**config.mk**
```make
export PLATFORM = sky130hd
export DESIGN_NAME = i2c_req_arbiter_flat
export DESIGN_NICKNAME = d
export VERILOG_FILES = /design/src/rtl/i2c_arb_pkg.sv /design/src/rtl/i2c_req_arbiter_if.sv /design/src/rtl/i2c_rr_arbiter.sv /design/src/rtl/i2c_req_arbiter.sv /design/src/flat_wrapper.sv
export SDC_FILE = /design/constraint.sdc
export NUM_CORES = 1
export LEC_CHECK = 0
export ABC_CLOCK_PERIOD_IN_PS = 2720
export BUFFER_PORTS_ARGS = -buffer_cell sky130_fd_sc_hd__clkbuf_2
export CAP_MARGIN = 25
export CORE_UTILIZATION = 45
export CTS_BUF_LIST = sky130_fd_sc_hd__clkbuf_2 sky130_fd_sc_hd__clkbuf_4 sky130_fd_sc_hd__clkbuf_8
export DETAILED_ROUTE_END_ITERATION = 10
export PLACE_DENSITY = 0.71
export SLEW_MARGIN = 20
export SYNTH_ARGS = -nofsm -noshare
export SYNTH_HDL_FRONTEND = slang
export SYNTH_SLANG_ARGS = --single-unit
```
**constraint.sdc**
```tcl
create_clock -name clk -period 2.72 [get_ports clk]
set_clock_uncertainty 0.2 [all_clocks]
set_input_delay 0.68 -clock clk [delete_from_list [all_inputs] [get_ports clk]]
set_output_delay 0.68 -clock clk [all_outputs]
set_load 0.02 [all_outputs]
```
**src/rtl/i2c_arb_pkg.sv**
```systemverilog
// Shared constants for the two-port I2C request arbiter: port count,
// FSM state encoding and the phase-timer sizing helper.
package i2c_arb_pkg;

    localparam int NUM_REQ                = 2;
    localparam int DEFAULT_TIMEOUT_CYCLES = 1023;

    // FSM encoding kept as plain vectors so older tools and waveforms decode it.
    localparam logic [2:0] ST_IDLE    = 3'd0;
    localparam logic [2:0] ST_ISSUE   = 3'd1;
    localparam logic [2:0] ST_BUSY    = 3'd2;
    localparam logic [2:0] ST_DONE    = 3'd3;
    localparam logic [2:0] ST_RECOVER = 3'd4;

    // The phase timer counts 0 .. cycles-1, so ceil(log2(cycles)) bits suffice.
    function automatic int timer_width(input int cycles);
        return (cycles < 2) ? 1 : $clog2(cycles);
    endfunction

    localparam int DEFAULT_TIMER_W = timer_width(DEFAULT_TIMEOUT_CYCLES);

endpackage

```
**src/rtl/i2c_req_arbiter_if.sv**
```systemverilog
// Requester and controller signals of the I2C request arbiter.
// slave  : the arbiter's view (takes requests, drives the controller).
// master : the environment's view (requesters plus the byte controller).
interface i2c_req_arbiter_if;
    import i2c_arb_pkg::*;

    // Requester side
    logic [NUM_REQ-1:0]      req_valid;
    logic [NUM_REQ-1:0][6:0] req_addr;
    logic [NUM_REQ-1:0]      req_rw;
    logic [NUM_REQ-1:0][7:0] req_wdata;
    logic [NUM_REQ-1:0]      req_ready;
    logic [NUM_REQ-1:0]      rsp_valid;
    logic [7:0]              rsp_rdata;
    logic                    rsp_err;

    // Controller side
    logic [6:0]              ctl_addr;
    logic                    ctl_rw;
    logic [7:0]              ctl_data_in;
    logic                    ctl_enable;
    logic [7:0]              ctl_data_out;
    logic                    ctl_ready;

    modport slave (
        input  req_valid, req_addr, req_rw, req_wdata, ctl_data_out, ctl_ready,
        output req_ready, rsp_valid, rsp_rdata, rsp_err,
               ctl_addr, ctl_rw, ctl_data_in, ctl_enable
    );

    modport master (
        output req_valid, req_addr, req_rw, req_wdata, ctl_data_out, ctl_ready,
        input  req_ready, rsp_valid, rsp_rdata, rsp_err,
               ctl_addr, ctl_rw, ctl_data_in, ctl_enable
    );

endinterface

```
**src/rtl/i2c_rr_arbiter.sv**
```systemverilog
// Two-way round-robin grant. The grant is combinational; the priority
// pointer moves to the other requester only when a grant is accepted.
module i2c_rr_arbiter (
    input  logic       clk,
    input  logic       rst_n,
    input  logic [1:0] req,
    input  logic       accept,
    output logic [1:0] grant
);

    // 0 = requester 0 preferred on a tie, 1 = requester 1 preferred.
    logic prio;

    // Pick the preferred requester on a tie, otherwise whichever one is asking.
    always_comb begin
        // NOTE: default assignment first so no path leaves grant unassigned (no latch).
        grant = 2'b00;
        if (req[0] && (!req[1] || !prio)) begin
            grant = 2'b01;
        end else if (req[1]) begin
            grant = 2'b10;
        end
    end

    // After an accepted grant, prefer the requester that was not served.
    always_ff @(posedge clk or negedge rst_n) begin
        if (!rst_n) begin
            prio <= 1'b0;
        end else if (accept && (grant != 2'b00)) begin
            // NOTE: sequential state uses non-blocking assignments only.
            prio <= grant[0];
        end
    end

endmodule

```
**src/rtl/i2c_req_arbiter.sv**
```systemverilog
// i2c_req_arbiter: shares one I2C byte controller between two requesters.
// Each accepted request runs one complete controller transaction (ISSUE,
// BUSY) and is answered with a single rsp_valid pulse; a phase that
// exceeds TIMEOUT_CYCLES is aborted and answered with rsp_err.
module i2c_req_arbiter #(
    parameter int TIMEOUT_CYCLES = i2c_arb_pkg::DEFAULT_TIMEOUT_CYCLES,
    parameter int NUM_REQ        = i2c_arb_pkg::NUM_REQ
) (
    input logic              clk,
    input logic              rst_n,
    i2c_req_arbiter_if.slave bus
);
    import i2c_arb_pkg::*;

    localparam int                 TIMER_W    = timer_width(TIMEOUT_CYCLES);
    localparam logic [TIMER_W-1:0] TIMER_LAST = TIMER_W'(TIMEOUT_CYCLES - 1);

    logic [2:0]         state;
    logic [TIMER_W-1:0] timer;
    logic [NUM_REQ-1:0] owner_oh;
    logic [NUM_REQ-1:0] grant;
    logic               accept;
    logic               timer_hit;

    // A grant is only taken in IDLE with the controller idle; gating with
    // rst_n keeps req_ready low for the whole time reset is asserted.
    assign accept    = rst_n && (state == ST_IDLE) && bus.ctl_ready && (bus.req_valid != '0);
    assign timer_hit = (timer == TIMER_LAST);

    // The accept pulse goes straight back to the granted requester.
    assign bus.req_ready = accept ? grant : '0;

    i2c_rr_arbiter u_rr (
        .clk    (clk),
        .rst_n  (rst_n),
        .req    (bus.req_valid),
        .accept (accept),
        .grant  (grant)
    );

    // Transaction FSM: latches the granted request, drives the controller,
    // runs the per-phase timer and emits the one-cycle response pulse.
    always_ff @(posedge clk or negedge rst_n) begin
        if (!rst_n) begin
            // NOTE: every register here is control or datapath state, so all of
            // it is reset; an aborted request is simply forgotten.
            state           <= ST_IDLE;
            timer           <= '0;
            owner_oh        <= '0;
            bus.rsp_valid   <= '0;
            bus.rsp_rdata   <= 8'h00;
            bus.rsp_err     <= 1'b0;
            bus.ctl_addr    <= 7'h00;
            bus.ctl_rw      <= 1'b0;
            bus.ctl_data_in <= 8'h00;
            bus.ctl_enable  <= 1'b0;
        end else begin
            // Response outputs are pulses: idle at zero unless set below.
            bus.rsp_valid <= '0;
            bus.rsp_rdata <= 8'h00;
            bus.rsp_err   <= 1'b0;

            case (state)
                ST_IDLE: begin
                    if (accept) begin
                        owner_oh        <= grant;
                        bus.ctl_addr    <= bus.req_addr[grant[1]];
                        bus.ctl_rw      <= bus.req_rw[grant[1]];
                        bus.ctl_data_in <= bus.req_wdata[grant[1]];
                        bus.ctl_enable  <= 1'b1;
                        timer           <= '0;
                        state           <= ST_ISSUE;
                    end
                end

                // Hold enable until the controller shows it has started.
                ST_ISSUE: begin
                    if (!bus.ctl_ready) begin
                        bus.ctl_enable <= 1'b0;
                        timer          <= '0;
                        state          <= ST_BUSY;
                    end else if (timer_hit) begin
                        bus.ctl_enable <= 1'b0;
                        bus.rsp_valid  <= owner_oh;
                        bus.rsp_err    <= 1'b1;
                        state          <= ST_RECOVER;
                    end else begin
                        timer <= timer + 1'b1;
                    end
                end

                // Enable is already low, so the controller ends with STOP.
                ST_BUSY: begin
                    if (bus.ctl_ready) begin
                        bus.rsp_valid <= owner_oh;
                        bus.rsp_rdata <= bus.ctl_rw ? bus.ctl_data_out : 8'h00;
                        state         <= ST_DONE;
                    end else if (timer_hit) begin
                        bus.rsp_valid <= owner_oh;
                        bus.rsp_err   <= 1'b1;
                        state         <= ST_RECOVER;
                    end else begin
                        timer <= timer + 1'b1;
                    end
                end

                // The response pulse is visible during this cycle.
                ST_DONE: begin
                    state <= ST_IDLE;
                end

                // Error already reported; wait for the controller to go idle.
                ST_RECOVER: begin
                    if (bus.ctl_ready) begin
                        state <= ST_IDLE;
                    end
                end

                default: begin
                    state <= ST_IDLE;
                end
            endcase
        end
    end

endmodule

```
**src/flat_wrapper.sv**
```systemverilog
// flat-port wrapper written by rule: the top's interface ports become plain ports
module i2c_req_arbiter_flat import i2c_arb_pkg::*;
#(
    parameter int TIMEOUT_CYCLES = i2c_arb_pkg::DEFAULT_TIMEOUT_CYCLES,
    parameter int NUM_REQ        = i2c_arb_pkg::NUM_REQ
)
  (clk, rst_n, bus_req_valid, bus_req_addr, bus_req_rw, bus_req_wdata, bus_ctl_data_out, bus_ctl_ready, bus_req_ready, bus_rsp_valid, bus_rsp_rdata, bus_rsp_err, bus_ctl_addr, bus_ctl_rw, bus_ctl_data_in, bus_ctl_enable);
  i2c_req_arbiter_if bus_i ();
  input logic clk;
  input logic rst_n;
  input wire logic [$bits(bus_i.req_valid)-1:0] bus_req_valid;
  input wire logic [$bits(bus_i.req_addr)-1:0] bus_req_addr;
  input wire logic [$bits(bus_i.req_rw)-1:0] bus_req_rw;
  input wire logic [$bits(bus_i.req_wdata)-1:0] bus_req_wdata;
  input wire logic [$bits(bus_i.ctl_data_out)-1:0] bus_ctl_data_out;
  input wire logic [$bits(bus_i.ctl_ready)-1:0] bus_ctl_ready;
  output wire logic [$bits(bus_i.req_ready)-1:0] bus_req_ready;
  output wire logic [$bits(bus_i.rsp_valid)-1:0] bus_rsp_valid;
  output wire logic [$bits(bus_i.rsp_rdata)-1:0] bus_rsp_rdata;
  output wire logic [$bits(bus_i.rsp_err)-1:0] bus_rsp_err;
  output wire logic [$bits(bus_i.ctl_addr)-1:0] bus_ctl_addr;
  output wire logic [$bits(bus_i.ctl_rw)-1:0] bus_ctl_rw;
  output wire logic [$bits(bus_i.ctl_data_in)-1:0] bus_ctl_data_in;
  output wire logic [$bits(bus_i.ctl_enable)-1:0] bus_ctl_enable;
  assign bus_i.req_valid = bus_req_valid;
  assign bus_i.req_addr = bus_req_addr;
  assign bus_i.req_rw = bus_req_rw;
  assign bus_i.req_wdata = bus_req_wdata;
  assign bus_i.ctl_data_out = bus_ctl_data_out;
  assign bus_i.ctl_ready = bus_ctl_ready;
  assign bus_req_ready = bus_i.req_ready;
  assign bus_rsp_valid = bus_i.rsp_valid;
  assign bus_rsp_rdata = bus_i.rsp_rdata;
  assign bus_rsp_err = bus_i.rsp_err;
  assign bus_ctl_addr = bus_i.ctl_addr;
  assign bus_ctl_rw = bus_i.ctl_rw;
  assign bus_ctl_data_in = bus_i.ctl_data_in;
  assign bus_ctl_enable = bus_i.ctl_enable;
  i2c_req_arbiter #(.TIMEOUT_CYCLES(TIMEOUT_CYCLES), .NUM_REQ(NUM_REQ)) u_core (.clk(clk), .rst_n(rst_n), .bus(bus_i));
endmodule
```
==> results.md <==
* Power Density at 903 nW/um2
* Layout cells sized above 1 at 35.1%
* Cells after Synth at 197
* Outcome: completed
* Post-place setup slack at between 0.1 and 0.15 ns
* Most frequent cells in the layout: clkbuf_2, dfrtp_1, nor2_1
* Reg2reg setup slack at 0.52 ns
* Setup TNS at 0 ns
* Vias in the first global route at 1644
* Post-synth EDFFs at 0
* Worst path top cell family by delay: buffers and inverters
* Worst skew pair latency at approximately 0.3 ns
* Setup crit end kind: primary output
* CP Buf/Inv Count at 2
* Reg-to-Reg End: u_core.bus.rsp_valid[1]$_DFF_PN0_
* Hold path endpoint: u_core.owner_oh[1]$_DFFE_PN0P_
* VDD IR-drop max at 0.452 mV
* Remaining antenna violation count after routing at 0
* DRT Pass-1 Iters at 4
* CTS Buffer Depth at 2
* Mapped Avg Cell Area at 10.7 um2
* Min setup slack post-route at 0.125 ns
* GRT overflow at 0
* Synth top area cells: dfrtp_1, mux2i_1, nor2_1
* Area leader, netlist: dfrtp_1
* Post-synth top flop: dfrtp_1
* Slew Viols, Final at 0
* Final min period at 2.60 ns
* Initial antenna violation count at 0
* Commonest non-fill, non-tap cell in the layout: clkbuf_2
* Vias per inst at 5.11
* Starting Density at between 40% and 50%
* Worst EP required at 1.84 ns
* Post-DP HPWL at 3220 um
* Post-synth cell types at 37
* Critical hold path startpoint: u_core.owner_oh[1]$_DFFE_PN0P_
* Leak at 1.42 nW
* CTS buffer count at 5
* Height of the die at 70.4 um
* 1st-iter DRT viols at 74
* Slew @ Worst Pin at 0.540 ns
* Startpoint Class: input port
* RD Place Congestion at 0.830
* Ant. Diodes at 0
* Synth Register Bits at 44
* CP Cell Sequence: clkbuf_2 > o211ai_4 > nor3_4 > nand2b_1 > a211oi_2 > clkbuf_2
* Max Cap Viol at 0
* GRT Util Overall at 18.7%
* Synth async-reset ratio at 100%
* Worst Setup Path Type: input port to primary output
* Reg-to-reg startpoint: u_core.timer[0]$_DFFE_PN0P_
* Total wire length at 4350 um
* Die Wd at 70.4 um
* Rel. slew slack at 64.0%
* WL per Instance at 13.3 um
* Post-Syn Nets at approximately 240
* Fin crit share at 95.4%
* Top-area cell type share of the netlist area at between 50% and 60%
* RSZ-0062 raised after global routing: no
* CP arrival at 1.72 ns
* First-pass GRT wire length at 7200 um
* Hold Slack at 0.283 ns
* I/O Pins at 75
* Port buffer count at 74
* Residual DRC at 0
* Row Count at 24
* Via count at 1676
* # hold bufs at CTS at 0
* Slowest library cell on the worst path: a211oi_2
* Reg2Reg Depth at 7
* Clock Sinks at 44
* CP max FO at 6
* Sequential area share after synthesis at between 50 and 60%
* Post-CTS Resized at 0
* Hold Violations, Final at 0
* Area Growth Syn to Fin at 27.2%
* Setup-failing EPs final at 0
* Hold Path Cell Cnt at 1
* CTS tree: yes
* Most used cell, CP: clkbuf_2
* CTS Root Cell: clkbuf_8
* Fmax at 0.385 GHz
* Clock H-tree levels at 2
* Area of the die at 4960 um2
* Postcts setup bufs at 0
* Crit path largest cell delay at 0.24 ns
* Largest net degree at the start of global routing at 45
* Synth warn at 0
* Mapped cell area at 2110 um2
* Core footprint at 4410 um2
* Nets at 322
* HP Class: flop to flop
* Clock-pin slew on the worst setup and hold paths at 0.08 ns
==> how the worst max path moves through the flow <==
stage / from / endpoint / slack, ns / cells past startpoint
after floorplan: bus_ctl_ready / bus_req_ready[0] / 0.08 / 5
after CTS: bus_req_valid[1] / bus_req_ready[0] / 0.12 / 6
after detailed placement: bus_req_valid[1] / bus_req_ready[0] / 0.12 / 6
after global routing: bus_req_valid[1] / bus_req_ready[0] / 0.006 / 6
final: bus_req_valid[1] / bus_req_ready[0] / 0.12 / 6
after global placement: bus_req_valid[1] / bus_req_ready[0] / 0.16 / 6
==> routing by layer <==
metal,wire [um],global-route usage (%)
met2,2110,30.2
met3,194,4.18
met4,115,11.1
met5,0,0
met1,1930,22.8
==> cells in the mapped netlist (2+ instances only) <==
cell       instances
o211ai_1           4
ha_1               2
nand3b_1           2
nor2_1            33
mux2i_1           18
clkbuf_1           5
buf_2              3
and3_1             5
inv_1              4
and4_1             3
dfrtp_1           44
and2_1            12
nand2b_1           3
a21o_1             4
buf_4              2
a21oi_1           20
o2111ai_1          2
o22a_1             3
xor2_1             6
o21ai_0            3
nand3_1            3
==> logic make-up (layout without fill, tap and decap cells) <==
family | Yosys count | count (layout) | share of synthesized area (%)
AOI/OAI and AO/OA | 44 | 44 | 14.4
xor gates and xnor gates | 7 | 7 | 2.91
adders and majority gates | 2 | 2 | 1.19
buffers and inverters | 14 | 93 | 3.03
DFF | 44 | 44 | 52.3
muxes | 19 | 19 | 9.09
and+or+nand+nor | 67 | 67 | 17.1
==> power breakdown <==
| part | internal [mW] | switching, mW | total (mW) | leakage, nW |
|---|---|---|---|---|
| Sequential | 0.849 | 0.152 | 1.00 | 0.555 |
| Clock | 0.300 | 0.224 | 0.524 | 0.0614 |
| Combinational | 0.361 | 0.532 | 0.893 | 0.803 |
==> layout make-up <==
class | instances | area, um2
inverters | 4 | 15.0
flip-flops and latches | 44 | 1100
multi-input cells | 139 | 955
clock buffers | 6 | 82.6
repair buffers | 81 | 423
well taps | 52 | 65.1
fillers | 405 | 1730
clock inverters | 2 | 38.8
==> state kept, by name, indices dropped and copies added (netlist names) <==
| register | count |
|---|---|
| u_core.u_rr.prio | 1 |
| u_core.state | 3 |
| u_core.bus.rsp_rdata | 8 |
| u_core.bus.ctl_rw | 1 |
| u_core.bus.rsp_err | 1 |
| u_core.bus.ctl_enable | 1 |
| u_core.bus.ctl_data_in | 8 |
| u_core.bus.rsp_valid | 2 |
| u_core.timer | 10 |
| u_core.owner_oh | 2 |
| u_core.bus.ctl_addr | 7 |
==> per-stage QoR <==
stage               instance area (um2)  utilization, %  power, mW  cells
floorplan                          2110               -       1.61    197
global placement                   2560            58.0       1.89    320
finish                             2680            60.7       2.42    328
detailed placement                 2560            58.0       1.92    320
CTS                                2680            60.7       2.45    328
global route                       2680            60.7       2.57    328
Power figures use the tool's default switching activity.
